<file path="src/rtl/pcie_tx_pkg.sv">
// Shared types and defaults for the PCIe TX arbiter.
`timescale 1ns/1ps
package pcie_tx_pkg;

  localparam int unsigned BUF_AV_MIN_DEFAULT = 2;
  localparam int unsigned TUSER_W            = 4;
  localparam int unsigned BUF_AV_W           = 6;
  localparam int unsigned DROP_CNT_W         = 16;

  typedef enum logic [1:0] {
    IDLE = 2'd0,
    GNT0 = 2'd1,
    GNT1 = 2'd2,
    CFG  = 2'd3
  } state_t;

endpackage

</file>
<file path="src/rtl/pcie_tx_arb_if.sv">
// AXI-stream style TLP channel shared by requesters and the core-facing port.
`timescale 1ns/1ps
interface pcie_tx_arb_if #(
  parameter int unsigned DATA_W = 64,
  parameter int unsigned KEEP_W = DATA_W / 8
) ();
  import pcie_tx_pkg::*;

  logic [DATA_W-1:0]  tdata;
  logic [KEEP_W-1:0]  tkeep;
  logic [TUSER_W-1:0] tuser;
  logic               tlast;
  logic               tvalid;
  logic               tready;

  modport master (output tdata, tkeep, tuser, tlast, tvalid, input tready);
  modport slave  (input tdata, tkeep, tuser, tlast, tvalid, output tready);

endinterface

</file>
<file path="src/rtl/pcie_tx_rr_sel.sv">
// Two-way round-robin pick with a last-grant pointer.
`timescale 1ns/1ps
module pcie_tx_rr_sel (
  input  logic       clk,
  input  logic       rst,
  input  logic [1:0] req,
  input  logic       upd,
  input  logic       upd_idx,
  output logic       pick_c
);

  logic last;

  // Pointer holds the requester that finished a packet most recently; after
  // reset it points at src1 so that src0 wins the first tie.
  always_ff @(posedge clk) begin
    if (rst) begin
      last <= 1'b1;
    end else if (upd) begin
      last <= upd_idx;
    end
  end

  // Alternate on contention, otherwise pick the only requester present.
  always_comb begin
    pick_c = 1'b0;
    if (req == 2'b11) begin
      pick_c = ~last;
    end else if (req[1]) begin
      pick_c = 1'b1;
    end
  end

endmodule

</file>
<file path="src/rtl/pcie_tx_arb.sv">
// Merges two TLP requesters and core config-completion access onto the PCIe TX stream.
`timescale 1ns/1ps
module pcie_tx_arb
  import pcie_tx_pkg::*;
#(
  parameter int unsigned PCIE_DATA_WIDTH = 64,
  parameter int unsigned PCIE_KEEP_WIDTH = PCIE_DATA_WIDTH / 8,
  parameter int unsigned BUF_AV_MIN      = BUF_AV_MIN_DEFAULT
) (
  input  logic                  pcie_clk_in,
  input  logic                  pcie_reset_out,
  input  logic                  pcie_link_up,
  pcie_tx_arb_if.slave          src0,
  pcie_tx_arb_if.slave          src1,
  pcie_tx_arb_if.master         s_axis_tx,
  input  logic [BUF_AV_W-1:0]   tx_buf_av,
  input  logic                  tx_terr_drop,
  input  logic                  tx_cfg_req,
  output logic                  tx_cfg_gnt,
  output logic [DROP_CNT_W-1:0] drop_cnt
);

  localparam logic [BUF_AV_W-1:0] BUF_AV_MIN_L = BUF_AV_W'(BUF_AV_MIN);

  state_t state;
  state_t state_nxt;

  logic [1:0] req;
  logic       can_start;
  logic       pick;
  logic       upd;
  logic       upd_idx;

  logic [PCIE_DATA_WIDTH-1:0] tx_data;
  logic [PCIE_KEEP_WIDTH-1:0] tx_keep;
  logic [TUSER_W-1:0]         tx_user;
  logic                       tx_last;
  logic                       tx_valid;
  logic                       rdy0;
  logic                       rdy1;

  assign req       = {src1.tvalid, src0.tvalid};
  assign can_start = (tx_buf_av >= BUF_AV_MIN_L) && (req != 2'b00);

  pcie_tx_rr_sel u_rr_sel (
    .clk     (pcie_clk_in),
    .rst     (pcie_reset_out),
    .req     (req),
    .upd     (upd),
    .upd_idx (upd_idx),
    .pick_c  (pick)
  );

  // State register.
  always_ff @(posedge pcie_clk_in) begin
    if (pcie_reset_out) begin
      state <= IDLE;
    end else begin
      state <= state_nxt;
    end
  end

  // Next state: config wins in IDLE, grants are held to tlast, link loss aborts.
  always_comb begin
    state_nxt = state;
    upd       = 1'b0;
    upd_idx   = 1'b0;
    case (state)
      IDLE: begin
        if (tx_cfg_req) begin
          state_nxt = CFG;
        end else if (can_start) begin
          state_nxt = pick ? GNT1 : GNT0;
        end
      end
      GNT0: begin
        if (src0.tvalid && s_axis_tx.tready && src0.tlast) begin
          state_nxt = IDLE;
          upd       = 1'b1;
          upd_idx   = 1'b0;
        end
      end
      GNT1: begin
        if (src1.tvalid && s_axis_tx.tready && src1.tlast) begin
          state_nxt = IDLE;
          upd       = 1'b1;
          upd_idx   = 1'b1;
        end
      end
      CFG: begin
        if (!tx_cfg_req) begin
          state_nxt = IDLE;
        end
      end
      default: state_nxt = IDLE;
    endcase
    if (!pcie_link_up) begin
      state_nxt = IDLE;
      upd       = 1'b0;
    end
  end

  // Registered config grant and wrapping drop counter.
  always_ff @(posedge pcie_clk_in) begin
    if (pcie_reset_out) begin
      tx_cfg_gnt <= 1'b0;
      drop_cnt   <= '0;
    end else begin
      tx_cfg_gnt <= (state_nxt == CFG);
      if (tx_terr_drop) begin
        drop_cnt <= drop_cnt + DROP_CNT_W'(1);
      end
    end
  end

  // Stream mux: only the granted requester is connected, everything is
  // forced low outside a grant and while reset is asserted.
  always_comb begin
    tx_data  = '0;
    tx_keep  = '0;
    tx_user  = '0;
    tx_last  = 1'b0;
    tx_valid = 1'b0;
    rdy0     = 1'b0;
    rdy1     = 1'b0;
    if (!pcie_reset_out) begin
      case (state)
        GNT0: begin
          tx_data  = src0.tdata;
          tx_keep  = src0.tkeep;
          tx_user  = src0.tuser;
          tx_last  = src0.tlast;
          tx_valid = src0.tvalid;
          rdy0     = s_axis_tx.tready;
        end
        GNT1: begin
          tx_data  = src1.tdata;
          tx_keep  = src1.tkeep;
          tx_user  = src1.tuser;
          tx_last  = src1.tlast;
          tx_valid = src1.tvalid;
          rdy1     = s_axis_tx.tready;
        end
        default: ;
      endcase
    end
  end

  assign s_axis_tx.tdata  = tx_data;
  assign s_axis_tx.tkeep  = tx_keep;
  assign s_axis_tx.tuser  = tx_user;
  assign s_axis_tx.tlast  = tx_last;
  assign s_axis_tx.tvalid = tx_valid;
  assign src0.tready      = rdy0;
  assign src1.tready      = rdy1;

endmodule

</file>
<file path="src/flat_wrapper.sv">
// flat-port wrapper written by rule: the top's interface ports become plain ports
module pcie_tx_arb_flat import pcie_tx_pkg::*;
#(
  parameter int unsigned PCIE_DATA_WIDTH = 64,
  parameter int unsigned PCIE_KEEP_WIDTH = PCIE_DATA_WIDTH / 8,
  parameter int unsigned BUF_AV_MIN      = BUF_AV_MIN_DEFAULT
)
  (pcie_clk_in, pcie_reset_out, pcie_link_up, tx_buf_av, tx_terr_drop, tx_cfg_req, tx_cfg_gnt, drop_cnt, src0_tdata, src0_tkeep, src0_tuser, src0_tlast, src0_tvalid, src0_tready, src1_tdata, src1_tkeep, src1_tuser, src1_tlast, src1_tvalid, src1_tready, s_axis_tx_tdata, s_axis_tx_tkeep, s_axis_tx_tuser, s_axis_tx_tlast, s_axis_tx_tvalid, s_axis_tx_tready);
  pcie_tx_arb_if #(.DATA_W(64), .KEEP_W(8)) src0_i ();
  pcie_tx_arb_if #(.DATA_W(64), .KEEP_W(8)) src1_i ();
  pcie_tx_arb_if #(.DATA_W(64), .KEEP_W(8)) s_axis_tx_i ();
  input  logic pcie_clk_in;
  input  logic pcie_reset_out;
  input  logic pcie_link_up;
  input  logic [BUF_AV_W-1:0] tx_buf_av;
  input  logic tx_terr_drop;
  input  logic tx_cfg_req;
  output logic tx_cfg_gnt;
  output logic [DROP_CNT_W-1:0] drop_cnt;
  input wire logic [$bits(src0_i.tdata)-1:0] src0_tdata;
  input wire logic [$bits(src0_i.tkeep)-1:0] src0_tkeep;
  input wire logic [$bits(src0_i.tuser)-1:0] src0_tuser;
  input wire logic [$bits(src0_i.tlast)-1:0] src0_tlast;
  input wire logic [$bits(src0_i.tvalid)-1:0] src0_tvalid;
  output wire logic [$bits(src0_i.tready)-1:0] src0_tready;
  input wire logic [$bits(src1_i.tdata)-1:0] src1_tdata;
  input wire logic [$bits(src1_i.tkeep)-1:0] src1_tkeep;
  input wire logic [$bits(src1_i.tuser)-1:0] src1_tuser;
  input wire logic [$bits(src1_i.tlast)-1:0] src1_tlast;
  input wire logic [$bits(src1_i.tvalid)-1:0] src1_tvalid;
  output wire logic [$bits(src1_i.tready)-1:0] src1_tready;
  output wire logic [$bits(s_axis_tx_i.tdata)-1:0] s_axis_tx_tdata;
  output wire logic [$bits(s_axis_tx_i.tkeep)-1:0] s_axis_tx_tkeep;
  output wire logic [$bits(s_axis_tx_i.tuser)-1:0] s_axis_tx_tuser;
  output wire logic [$bits(s_axis_tx_i.tlast)-1:0] s_axis_tx_tlast;
  output wire logic [$bits(s_axis_tx_i.tvalid)-1:0] s_axis_tx_tvalid;
  input wire logic [$bits(s_axis_tx_i.tready)-1:0] s_axis_tx_tready;
  assign src0_i.tdata = src0_tdata;
  assign src0_i.tkeep = src0_tkeep;
  assign src0_i.tuser = src0_tuser;
  assign src0_i.tlast = src0_tlast;
  assign src0_i.tvalid = src0_tvalid;
  assign src0_tready = src0_i.tready;
  assign src1_i.tdata = src1_tdata;
  assign src1_i.tkeep = src1_tkeep;
  assign src1_i.tuser = src1_tuser;
  assign src1_i.tlast = src1_tlast;
  assign src1_i.tvalid = src1_tvalid;
  assign src1_tready = src1_i.tready;
  assign s_axis_tx_tdata = s_axis_tx_i.tdata;
  assign s_axis_tx_tkeep = s_axis_tx_i.tkeep;
  assign s_axis_tx_tuser = s_axis_tx_i.tuser;
  assign s_axis_tx_tlast = s_axis_tx_i.tlast;
  assign s_axis_tx_tvalid = s_axis_tx_i.tvalid;
  assign s_axis_tx_i.tready = s_axis_tx_tready;
  pcie_tx_arb #(.PCIE_DATA_WIDTH(PCIE_DATA_WIDTH), .PCIE_KEEP_WIDTH(PCIE_KEEP_WIDTH), .BUF_AV_MIN(BUF_AV_MIN)) u_core (.pcie_clk_in(pcie_clk_in), .pcie_reset_out(pcie_reset_out), .pcie_link_up(pcie_link_up), .src0(src0_i), .src1(src1_i), .s_axis_tx(s_axis_tx_i), .tx_buf_av(tx_buf_av), .tx_terr_drop(tx_terr_drop), .tx_cfg_req(tx_cfg_req), .tx_cfg_gnt(tx_cfg_gnt), .drop_cnt(drop_cnt));
endmodule
</file>
<file path="config.mk">
export PLATFORM = sky130hd
export DESIGN_NAME = pcie_tx_arb_flat
export DESIGN_NICKNAME = d
export VERILOG_FILES = /design/src/rtl/pcie_tx_pkg.sv /design/src/rtl/pcie_tx_arb_if.sv /design/src/rtl/pcie_tx_rr_sel.sv /design/src/rtl/pcie_tx_arb.sv /design/src/flat_wrapper.sv
export SDC_FILE = /design/constraint.sdc
export NUM_CORES = 1
export LEC_CHECK = 0
export ABC_AREA = 1
export CORE_AREA = 2 2 103 105
export DETAILED_ROUTE_END_ITERATION = 6
export DIE_AREA = 0 0 105 107
export DONT_BUFFER_PORTS = 1
export HOLD_SLACK_MARGIN = 0.1
export PLACE_DENSITY = 0.38
export SLEW_MARGIN = 10
export SYNTH_ARGS = -nofsm -noshare
export SYNTH_HDL_FRONTEND = slang
export SYNTH_SLANG_ARGS = --single-unit
</file>
<file path="constraint.sdc">
create_clock -name pcie_clk_in -period 2.1 [get_ports pcie_clk_in]
set_input_delay 0.42 -clock pcie_clk_in [delete_from_list [all_inputs] [get_ports pcie_clk_in]]
set_output_delay 0.42 -clock pcie_clk_in [all_outputs]
set_load 0.005 [all_outputs]
</file>
### After elaboration in Yosys (flattened, before gate mapping)

Index checks and enable logic that the tools add are counted.

| storage, ports and cells | value |
|---|---|
| bits in registers | 20 |
| bits of input ports | 168 |
| output and inout port bits | 97 |
| logic and storage cells | 48 |

| cells by class | value |
|---|---|
| $lt $le $gt $ge | 1 |
| $add $sub $neg | 1 |
| bitwise operators | 1 |
| eq/ne operators | 5 |
| muxes and demuxes | 29 |
| reductions and logical operators | 7 |

Operator list:

| cell | number |
|---|---|
| $pmux 64 s2 | 1 |
| $mux 64 | 1 |
| $add 16x1->16 const B | 1 |
| $pmux 8 s2 | 1 |
| $mux 2 | 7 |
| $mux 1 | 12 |
| $eq 2x2->1 const B | 4 |
| $mux 8 | 1 |
| $pmux 2 s4 | 1 |
| $pmux 4 s2 | 1 |
| $ge 6x2->1 const B | 1 |
| $pmux 1 s2 | 3 |
| $logic_and 1x1->1 | 5 |
| $mux 4 | 1 |
| $eq 2x1->1 const B | 1 |
| $logic_not 2->1 | 1 |
| $reduce_bool 2->1 | 1 |
| $not 1->1 | 1 |

### Longest topological paths before layout

Gate-level depths: netlist (run 1).

| depth | value |
|---|---|
| depth after elaboration | 8 |
| gate-level depth with buffers | 9 |
| mapped depth without buffers | 9 |

### Cells and area by module

A second synthesis (run 1) with hierarchy kept.

| second synthesis, totals | value |
|---|---|
| cell total of the unflattened synthesis | 428 |
| area, all modules | 2,225.9 µm² |

By module, submodules not included:

| module | cells an instance | area an instance (µm²) | times used | seq. area each (µm²) |
|---|---|---|---|---|
| pcie_tx_arb | 421 | 2,174.6 | 1 | 380.4 |
| pcie_tx_rr_sel | 7 | 51.3 | 1 | 20.0 |

### Least setup slack after synthesis (run 1)

OpenSTA, ideal clock, no wires.

| timing | value |
|---|---|
| kind | register to output |
| start point | reg u_core.state[1] |
| end point | out s_axis_tx_tdata[53] |
| stages on the path, launching flop included | 8 |
| data required time | 1.680 ns |
| path slack | 0.351 ns |
| arrival | 1.329 ns |
| buffers on the path | 3 |
| path through | dfxtp_1 -> inv_1 -> ha_1 -> buf_4 -> buf_4 -> clkbuf_1 -> nand2_1 -> a21oi_1 |

| between the ends | value |
|---|---|
| cells in the longest elaborated chain, start to end | 3 |
| elaborated cells on any way between the ends | 4 |
| those cells by class | 2 x eq/ne; 2 x mux |

Ends and longest elaborated chain:

| item | line | source |
|---|---|---|
| start, declared | pcie_tx_arb.sv:25 | `state_t state;` |
| start signal, assigned | pcie_tx_arb.sv:59 | `state <= state_nxt;` |
| $eq 2x2->1 or $eq 2x1->1 (tied branches) | pcie_tx_arb.sv:127 | `case (state)` |
| $pmux 64 s2 * | pcie_tx_arb.sv:127 |  |
| $mux 64 * | pcie_tx_arb.sv:126 | `if (!pcie_reset_out) begin` |
| end, declared | flat_wrapper.sv:32 | `output wire logic [$bits(s_axis_tx_i.tdata)-1:0] s_axis_tx_tdata;` |

Every way passes the cells marked *; elsewhere a longest branch is shown, timed or not.

### Final worst setup path (run 1)

| timing | value |
|---|---|
| start point | reg u_core.state[1] |
| end point | out s_axis_tx_tdata[11] |

The elaborated chain is that of the path after synthesis.

==> flow_summary.json, run 1 <==
{
  "numCtsBuffers": 3,
  "path_max_fanout": 27,
  "dr.pass1.iters": 4,
  "worstHoldPathCells": 1,
  "drive_gt1_share_pct": 8.621,
  "cts_tree": "done",
  "dieArea_mm2": 0.01124,
  "power_density_mw_per_mm2": 427.0,
  "worstPathArrival_ns": 1.57,
  "vias": 2648,
  "fp.dieH_um": 107,
  "critPathKind": "register to primary output",
  "wl_met2_mm": 4.269,
  "multi_input_area_mm2": 0.001625,
  "regArea_um2": 401.6,
  "maxSlewHeadroom_pct": 80.47,
  "reg2reg_setup_slack_ns": 0.57,
  "r2r_end": "u_core.u_rr_sel.last$_SDFFE_PP1P_",
  "clock_sinks": 20,
  "synth_edf_count": 0,
  "crit_start": "u_core.state[1]$_SDFF_PP0_",
  "top_layer": "met4",
  "die_w_um": 105,
  "yosys_warnings": 0,
  "rr_worst_depth": 6,
  "reg2reg_from": "u_core.state[1]$_SDFF_PP0_",
  "grt_setup_unrepaired": "false",
  "wl_mm": 8.249,
  "post_cts_buffers": 0,
  "setup_viol": 0,
  "core_area_mm2": 0.01009,
  "final_cell_area_mm2": 0.002540,
  "synth_area_leaders": "nand2_1 32%, a21oi_1 20%, dfxtp_1 18%, inv_1 4.1%, nand3_1 3.2%",
  "synthArstFlopShare_pct": 0,
  "p_leak_nw": 0.7542,
  "outcome": "finished, final reports clean",
  "path_clk_slew_ns": 0.07,
  "ir_drop_mv": 0.1822,
  "drv_cap": 0,
  "ant_nets": 0,
  "syn_area_per_cell_um2": 5.248,
  "drt_iter0_drc": 122,
  "synthAdderAreaFrac_pct": 2.865,
  "min_to": "u_core.drop_cnt[12]$_SDFFE_PP0P_",
  "cts.path.max_buffers": 2,
  "htreeDepth": 1,
  "antenna_found_initial": 0,
  "crit_path_end_kind": "primary output",
  "grt_pass1_wl_mm": 10.98,
  "grt_pass1_vias": 2140,
  "wl_met1_mm": 3.351,
  "synth-compound-area-share_pct": 23.21,
  "syn_area_mm2": 0.002183,
  "grt_overflow": 0,
  "fin_nets": 580,
  "hold_class": "primary input to register",
  "grtUsageTotal_pct": 11.93,
  "synth_nets": 589,
  "clk_latency_ns": 0.26,
  "syn_inst": 416,
  "start_kind": "register",
  "required_ns": 1.68,
  "ys_types": 23,
  "antenna_cells": 0,
  "gp_congestion": 0.7669,
  "min_from": "pcie_reset_out",
  "synth_top_area_share_pct": 32.15,
  "skew_ns": 0.004005,
  "report.final.slew_viol_count": 0,
  "synth_xor_area_share_pct": 0,
  "wl_per_cell_um": 15.22,
  "drc": 0,
  "area_growth_pct": 16.33,
  "io_pins": 265,
  "synth_top_cell_by_area": "nand2_1",
  "core.rowCount": 37,
  "worstMarginPinSlew_ns": 0.2924,
  "setup_tns_ns": 0,
  "clock-root-buffer": "clkbuf_8",
  "wl_met3_um": 596,
  "yosys.area_share.simple_pct": 45.21,
  "layout_worst_path_cycle_share_pct": 94.84,
  "place_area_mm2": 0.002356,
  "max_freq_ghz": 0.5021,
  "synth_seq_cells": 20,
  "period_needed_ns": 1.992,
  "finalPower_mw": 1.085,
  "start_util_pct": 21.63,
  "grt_max_degree": 54,
  "synth_top_family_by_area": "simple AND/OR/NAND/NOR gates",
  "routed_via_density": 4.886,
  "n_fill_cell": 1183,
  "port_buffers": 0,
  "synthMuxAreaShare_pct": 0,
  "dp_hpwl_mm": 6.373,
  "hold_violations": 0,
  "ys_seq_area_share_pct": 18.34,
  "yosys_most_used_dff": "dfxtp_1"
}
worst max path at each step:
stage / cells after the start / slack (ns) / endpoint
3_5_place_dp: 6 / 0.20 / s_axis_tx_tdata[11]
2_1_floorplan: 7 / 0.35 / s_axis_tx_tdata[53]
3_3_place_gp: 6 / 0.23 / s_axis_tx_tdata[11]
5_1_grt: 6 / 0.001 / s_axis_tx_tdata[11]
4_1_cts: 6 / 0.005 / s_axis_tx_tdata[11]
6_report: 6 / 0.11 / s_axis_tx_tdata[11]
cells by family (layout without fill, tap and decap cells):
group,after synthesis,after routing
buffers and inverters,53,43
DFF,20,20
adders and majority gates,5,5
AOI/OAI and AO/OA,99,99
and+or+nand+nor,239,239
cells in the final DEF, fill, tap and decap left out:
cell / synthesis / final
bufinv_16: 0 / 1
nand3_1: 14 / 14
clkbuf_16: 0 / 2
inv_1: 24 / 24
ha_1: 5 / 2
a21oi_4: 0 / 1
nand4_1: 7 / 7
a211oi_1: 1 / 1
buf_12: 0 / 3
o31ai_1: 1 / 1
nor2_1: 18 / 18
dfxtp_1: 20 / 19
o21a_1: 1 / 1
nand3_4: 1 / 1
nor3_1: 6 / 4
inv_2: 1 / 1
nor2_4: 2 / 2
nor3b_1: 1 / 1
a21oi_2: 0 / 2
o21ai_0: 7 / 7
buf_4: 3 / 9
clkbuf_8: 0 / 3
ha_4: 0 / 3
nand3_2: 2 / 2
a21oi_1: 88 / 85
nand2_1: 187 / 186
dfxtp_2: 0 / 1
nor3_2: 0 / 2
o311ai_0: 1 / 1
or2_2: 1 / 1
nand2_2: 0 / 1
registers in the layout, summed over array words and instances (netlist names):
register	flops
u_core.drop_cnt	16
u_core.state	2
u_core.tx_cfg_gnt	1
u_core.u_rr_sel.last	1
power by group:
part / internal [mW] / switching [mW] / leakage (nW) / total, mW
clock network: 0.254 / 0.133 / 0.0357 / 0.387
logic: 0.105 / 0.198 / 0.556 / 0.303
registers: 0.387 / 0.00739 / 0.162 / 0.394
total: 0.746 / 0.339 / 0.754 / 1.08
metal layers:
| layer | vias to the layer above | GRT usage (%) |
|---|---|---|
| met3 | 2 | 1.581 |
| met1 | 1168 | 14.45 |
| li1 | 1327 | - |
| met2 | 151 | 22.50 |
| met4 | 0 | 2.286 |
| met5 | - | 0 |
worst max-delay path, cell delays in order, from the launching register on:
cell     delay, ns
dfxtp_2       0.35
inv_1         0.10
ha_4          0.28
nand2_2       0.10
buf_12        0.18
a21oi_4       0.16
buf_4         0.13
through the flow:
step,std cells,util (%),hold slack (ns),worst slack (ns)
after floorplan,416,-,0.4575,0.3509
after global placement,536,23.34,0.4775,0.2315
after detailed placement,536,23.34,0.4895,0.2022
after CTS,540,24.14,0.2109,0.004963
after global routing,542,25.17,0.2039,0.001442
final,542,25.17,0.2260,0.1084
timing repair:
item | 4_1_cts | 5_1_grt
hold buffers | 0 | 0
hold endpoints to repair | 0 | 0
gates cloned | 0 | 2
endpoints found under the setup margin | 2 | 63
gates resized for setup | 2 | 8
cells in the mapped netlist (2+ instances only):
cell type / instances
a21oi_1: 88
nand2_1: 187
buf_2: 13
nand3_2: 2
clkbuf_1: 12
nor2_4: 2
o21ai_0: 7
nand4_1: 7
dfxtp_1: 20
nor3_1: 6
inv_1: 24
ha_1: 5
buf_4: 3
nor2_1: 18
nand3_1: 14
area by class of cell:
class | instances | area share, %
Sequential cell | 20 | 15.81
Timing Repair Buffer | 14 | 6.995
Inverter | 25 | 3.695
Clock buffer | 3 | 1.626
Multi-Input combinational cell | 343 | 63.99
Tap cell | 136 | 6.699
Clock inverter | 1 | 1.182
Note: power is estimated with default switching activity, not from simulation.
==> run 2, diff against run 1 <==
--- a/config.mk
+++ b/config.mk
@@ -12,7 +12,7 @@
 export DONT_BUFFER_PORTS = 1
 export HOLD_SLACK_MARGIN = 0.1
 export PLACE_DENSITY = 0.38
-export SLEW_MARGIN = 10
+export SLEW_MARGIN = 30
 export SYNTH_ARGS = -nofsm -noshare
 export SYNTH_HDL_FRONTEND = slang
 export SYNTH_SLANG_ARGS = --single-unit
==> results of run 2 <==
Final layout, timing and power as in run 1 (identical DEF).
